===== src/rtl/priority_req_ctrl_8_v.sv =====
// Request-capture stage feeding the 8-to-3 priority encoder: sticky pending, mask, lowest-index grant over valid/ack.
// Optional macro PRC_EDGE_DET_EN: request events on rising edges of i_req instead of levels.
module priority_req_ctrl_8_v #(
    parameter int unsigned HOLDOFF = 2
) (
    input  logic       i_clk,
    input  logic       i_rst_n,
    input  logic [7:0] i_req,
    input  logic [7:0] i_mask,
    input  logic       i_ack,
    input  logic       i_ovr_clr,
    output logic       o_valid,
    output logic [2:0] o_code,
    output logic [7:0] o_pending,
    output logic [7:0] o_overrun
);

    typedef enum logic [1:0] {
        ST_IDLE,
        ST_PRESENT,
        ST_HOLDOFF
    } state_t;

    state_t     state;
    state_t     state_next;
    logic [7:0] cnt;
    logic [7:0] cnt_next;
    logic [2:0] code_next;
    logic       ack_fire;
    logic [7:0] req_evt;
    logic [7:0] clr_vec;
    logic [7:0] ovr_evt;
    logic [7:0] cand;
    logic [2:0] sel;
    logic       any;

`ifdef PRC_EDGE_DET_EN
    logic [7:0] req_prev;

    always_ff @(posedge i_clk or negedge i_rst_n) begin
        if (!i_rst_n) begin
            req_prev <= '0;
        end else begin
            req_prev <= i_req;
        end
    end

    assign req_evt = i_req & ~req_prev;
`else
    assign req_evt = i_req;
`endif

    // Lowest index wins: scan from the top so the last hit is the smallest index.
    always_comb begin
        cand = o_pending & ~i_mask;
        any  = |cand;
        sel  = '0;
        for (int i = 7; i >= 0; i--) begin
            if (cand[i]) begin
                sel = 3'(i);
            end
        end
    end

    always_comb begin
        state_next = state;
        cnt_next   = cnt;
        code_next  = o_code;
        ack_fire   = 1'b0;
        case (state)
            ST_IDLE: begin
                if (any) begin
                    code_next  = sel;
                    state_next = ST_PRESENT;
                end
            end
            ST_PRESENT: begin
                if (i_ack) begin
                    ack_fire = 1'b1;
                    if (HOLDOFF == 0) begin
                        state_next = ST_IDLE;
                    end else begin
                        cnt_next   = 8'(HOLDOFF - 1);
                        state_next = ST_HOLDOFF;
                    end
                end
            end
            ST_HOLDOFF: begin
                if (cnt == 8'd0) begin
                    state_next = ST_IDLE;
                end else begin
                    cnt_next = cnt - 8'd1;
                end
            end
            default: begin
                state_next = ST_IDLE;
            end
        endcase
    end

    // A same-cycle request on the served line masks the clear, so it is neither cleared nor an overrun.
    assign clr_vec = ack_fire ? (8'b1 << o_code) : 8'b0;
    assign ovr_evt = req_evt & o_pending & ~clr_vec;
    assign o_valid = (state == ST_PRESENT);

    always_ff @(posedge i_clk or negedge i_rst_n) begin
        if (!i_rst_n) begin
            state     <= ST_IDLE;
            cnt       <= '0;
            o_code    <= '0;
            o_pending <= '0;
            o_overrun <= '0;
        end else begin
            state     <= state_next;
            cnt       <= cnt_next;
            o_code    <= code_next;
            o_pending <= (o_pending & ~clr_vec) | req_evt;
            o_overrun <= (i_ovr_clr ? 8'b0 : o_overrun) | ovr_evt;
        end
    end

endmodule


===== config.mk =====
export PLATFORM = sky130hd
export DESIGN_NAME = priority_req_ctrl_8_v
export DESIGN_NICKNAME = d
export VERILOG_FILES = /design/src/rtl/priority_req_ctrl_8_v.sv
export SDC_FILE = /design/constraint.sdc
export NUM_CORES = 1
export LEC_CHECK = 0
export ABC_AREA = 1
export ABC_CLOCK_PERIOD_IN_PS = 2920
export BUFFER_PORTS_ARGS = -buffer_cell sky130_fd_sc_hd__buf_2
export CAP_MARGIN = 10
export CORE_UTILIZATION = 35
export CTS_BUF_LIST = sky130_fd_sc_hd__clkbuf_2
export CTS_CLUSTER_SIZE = 25
export DETAILED_ROUTE_END_ITERATION = 7
export GPL_ROUTABILITY_DRIVEN = 1
export SLEW_MARGIN = 20
export SYNTH_ARGS = -nofsm -noshare
export SYNTH_HDL_FRONTEND = slang
export SYNTH_SLANG_ARGS = --single-unit

===== constraint.sdc =====
create_clock -name i_clk -period 2.92 [get_ports i_clk]
set_clock_uncertainty 0.2 [all_clocks]
set_input_delay 0.146 -clock i_clk [delete_from_list [all_inputs] [get_ports i_clk]]
set_output_delay 0.146 -clock i_clk [all_outputs]
set_load 0.03 [all_outputs]

==> results.md <==
- After routing, the total negative slack on setup checks comes to 0 ps.
- The startpoint identified for the worst hold timing path is i_mask[7].
- The worst min-delay path category is in -> reg.
- The routed layout has 1332 vias.
- The number of antenna violations at the first check in global routing came to 0.
- Based on the critical path, the design can be clocked at up to around 0.42 GHz.
- The routed length per instance is around 11 um.
- During synthesis, Yosys emitted a total of 0 warnings.
- The power consumption is 1510 uW.
- For this run the aggregate overflow at the end of global routing stands at 0.
- Of all flip-flops after synthesis, the portion carrying an async set or reset was 100%.
- The floorplan step defined a core boundary enclosing 0.00403 mm2.
- The post-synthesis sequential element count is 29.
- Setup repair after global routing left no endpoint under its margin.
- The critical path is of the reg -> reg type.
- The I/O pin total is 40.
- Synthesis produced a netlist whose cell count is between 150 and 200.
- The most frequent cell on the critical path is sky130_fd_sc_hd__nand2_1.
- The final-report max-slew violation count was 0.
- Grouping stages by cell kind, the critical path spends the most delay in buffers and inverters.
- The routed wire length is 3260 um.
- The area of all sequential standard cells is 726 um2.
- The number of placement rows is 23.
- The number of flops mapped to enable cells by yosys is 0.
- The number of nets still failing antenna checks after routing is 0.
- Sorting the synthesized cells by area gives the leading types as sky130_fd_sc_hd__dfrtp_1 (49%), sky130_fd_sc_hd__nand2_1 (13%), sky130_fd_sc_hd__inv_1 (8.7%).
- The HPWL after detailed placement is between 2000 and 2500 um.
- Counting instances, the worst hold path has a depth of 6.
- The sequential cell area fraction in the yosys report is around 49%.
- The share of the cycle needed by the critical path after routing is between 80% and 90%.
- The peak supply drop is approximately 0.34 mV.
- The critical path crosses 12 cells after its start point.
- The critical path endpoint category is a flop.
- Including well taps, the total number of placed cells is about 280.
- The layout overhead on the synthesized area is 29.4%.
- In this run the biggest area consumer among cell types represents between 40% and 50% of the synthesized area.
- In this run the number of H-tree levels came out at 2.
- sky130_fd_sc_hd__nand2_1 is the most common cell in the netlist.
- 0 antenna diodes ended up in the layout.
- The insertion delay to the later sink of the worst-skew pair is around 350 ps.
- On the final layout, the worst hold slack is 36.0 ps.
- The total number of clock tree sinks is 29.
- Counting I/O delays and the setup requirement, the final critical path takes between 2000 and 2500 ps.
- The area of combinational cells with multiple inputs is ~590 um2.
- The placement-stage worst setup slack is about 1400 ps.
- The net total in the final layout is roughly 270.
- Entering global routing, the biggest net connects 30 pins.
- The aggregate global-route resource usage is between 15 and 20%.
- The fill cell total of the finished layout is roughly 420.
- The worst register-to-register path begins at o_pending[7].
- The data required time at the worst endpoint is a little under 3000 ps.
- The clock root buffer is sky130_fd_sc_hd__clkbuf_2.
- The worst-case clock buffer depth is 2.
- The final-report setup violation count is 0.
- The flow ran to the end, and the final reports show no timing, DRC or antenna violations.
- The cell type with the highest aggregate area in the netlist is sky130_fd_sc_hd__dfrtp_1.
- Of the cells placed in the final design, the portion with a size suffix greater than 1 is 24.0%.
- In the synthesized netlist the dominant register cell turns out to be sky130_fd_sc_hd__dfrtp_1.
- The die width is 66.9 um.
- The first global-routing pass estimated between 5000 and 6000 um of wire.
- Max-cap violations in this run came to 0.
- The starting density of the core is a little over a third.
- The number of buffers added on ports is 39.
- The TritonCTS clock tree is yes.
- The delay of the slowest critical-path stage is between 500 and 600 ps.
- The commonest cells after synthesis are sky130_fd_sc_hd__nand2_1 (50), sky130_fd_sc_hd__inv_1 (34), sky130_fd_sc_hd__dfrtp_1 (29).
- The combined buffer and inverter count along the critical path is 3.
- The die covers ~0.0045 mm2.
- After synthesis, the mean cell area works out to 7.76 um2.
- For the pin with the worst max-slew slack, the measured transition is about 650 ps.
- The headroom to the max-slew limit is between 50% and 60%.
- Of all nets on the critical path, the largest fanout is 4.
- Across all register-to-register paths, the minimum setup slack is 570 ps.
- After the flow finishes, the layout carries non-filler instances totaling 300.
- The cell depth of the worst flop-to-flop path is 12.
- The destination of the worst hold path is o_code[1].
- The capture point of the worst reg-to-reg path is o_code[0].
- The count of endpoints failing hold in the final timing report was 0.
- The post-detailed-route DRC marker count is 0.
- The power density over the cells is 793 mW/mm2.
- The via count of the first global-routing pass is about 1300.
- The master of the slowest instance on the critical path is sky130_fd_sc_hd__dlygate4sd3_1.
- The static leakage is approximately 0.001 uW.
- The congestion estimate from routability-driven global placement came to 0.819.
- The worst setup margin is 565 ps.
- After detailed routing, the number of vias per cell comes to between 4 and 5.
- The post-CTS clock slew at the launch and capture registers of the worst setup and hold paths is 150 ps.
- The type of origin of the critical path is a flop.
- In this run the vertical extent of the chip is around 67 um.
- The total clock buffers created by CTS is 5.
- The number of different library cells used by synthesis comes to 24.
- In this run the cell area of the synthesized design comes to 0.00148 mm2.
- The critical path goes through inv_1 > nor2_1 > nand2_1 > nand2_1 > nand2_1 > nand2_1 > nand2_1 > nand2_1 > dlygate4sd3_1 > nand2_1 > dlygate4sd3_1 > nand2_1.
- For the worst setup path, the data arrival time is approximately 2400 ps.
- The DRC marker count from the first detailed-route iteration is 64.
- The post-synth net total is roughly 210.
- Before antenna repair, the detailed router went through 4 iterations.
metal layers:
layer	up-vias	part of all wire, %	global-route usage, %
met5	-	0	0
met4	0	1.4	5.59
met3	6	4.6	4.62
met2	32	43	27.1
met1	584	51	22.5
li1	710	-	-
state kept, by name (all words and copies together), names as in the netlist:
| register | cells |
|---|---|
| state | 2 |
| o_pending | 8 |
| o_overrun | 8 |
| o_code | 3 |
| cnt | 8 |
cell type report:
cell class	instances	area share (%)
Timing Repair Buffer	53	17.6
Inverter	39	7.93
Sequential cell	29	38.0
Tap cell	50	3.28
Clock buffer	8	2.10
Multi-Input combinational cell	121	31.1
kinds of logic (layout without fill, tap and decap cells):
kind of cell / count (synthesis) / after routing / synth area share [%]
AOI/OAI and AO/OA: 29 / 29 / 12.0
xor gates and xnor gates: 2 / 2 / 1.19
adders and majority gates: 2 / 2 / 1.70
buffers and inverters: 40 / 100 / 10.5
DFF: 29 / 29 / 49.2
and+or+nand+nor: 88 / 88 / 25.4
through the flow:
stage	util (%)	cell area [um2]
4_1_cts	47.4	1910
6_report	47.4	1910
2_1_floorplan	-	1480
3_3_place_gp	42.9	1730
3_5_place_dp	42.9	1730
5_1_grt	47.4	1910
what timing repair did:
| item | in CTS | in global routing |
|---|---|---|
| gates resized for setup | 0 | 0 |
| endpoints found under the hold margin | 47 | 0 |
| hold buffers | 14 | 0 |
| setup buffers | 0 | 0 |
cells in the final DEF (no fill, tap or decap):
| cell | instances |
|---|---|
| sky130_fd_sc_hd__nand2_1 | 50 |
| sky130_fd_sc_hd__buf_2 | 39 |
| sky130_fd_sc_hd__inv_1 | 34 |
| sky130_fd_sc_hd__dfrtp_1 | 29 |
| sky130_fd_sc_hd__nand3_1 | 15 |
| sky130_fd_sc_hd__nor2_1 | 14 |
| sky130_fd_sc_hd__dlygate4sd3_1 | 14 |
| sky130_fd_sc_hd__o21ai_1 | 11 |
| sky130_fd_sc_hd__o22ai_1 | 9 |
| sky130_fd_sc_hd__clkbuf_2 | 8 |
| sky130_fd_sc_hd__inv_2 | 4 |
| sky130_fd_sc_hd__a21oi_1 | 3 |
| sky130_fd_sc_hd__nor2_2 | 2 |
| sky130_fd_sc_hd__xor2_1 | 2 |
| sky130_fd_sc_hd__nor3_1 | 2 |
| sky130_fd_sc_hd__o21ai_2 | 2 |
| sky130_fd_sc_hd__o21ai_0 | 2 |
| sky130_fd_sc_hd__ha_1 | 2 |
| sky130_fd_sc_hd__nand2_2 | 1 |
| sky130_fd_sc_hd__o21ai_4 | 1 |
| sky130_fd_sc_hd__nand2_4 | 1 |
| sky130_fd_sc_hd__clkinv_4 | 1 |
| sky130_fd_sc_hd__or2_2 | 1 |
| sky130_fd_sc_hd__o21bai_1 | 1 |
| sky130_fd_sc_hd__nand4_1 | 1 |
| sky130_fd_sc_hd__and2_1 | 1 |
how the worst max path moves through the flow:
stage | from | end
after detailed placement | cnt[0] | cnt[0]
after global routing | o_pending[7] | o_code[0]
after global placement | cnt[0] | cnt[2]
after CTS | o_pending[7] | o_code[0]
after floorplan | state[1] | cnt[2]
final | o_pending[7] | o_code[0]
tightest hold or removal path, cell delays in order:
cell	delay (ps)
sky130_fd_sc_hd__buf_2	90
sky130_fd_sc_hd__inv_1	30
sky130_fd_sc_hd__nand2_1	60
sky130_fd_sc_hd__a21oi_1	70
sky130_fd_sc_hd__o21bai_1	120
sky130_fd_sc_hd__o21ai_1	60
report_power, final:
group	internal, uW	total (uW)	switching [uW]
logic	243	720	478
registers	496	591	94.9
clock network	70.8	203	132
total	809	1510	705
No activity file was read; power rests on OpenSTA's default activity.
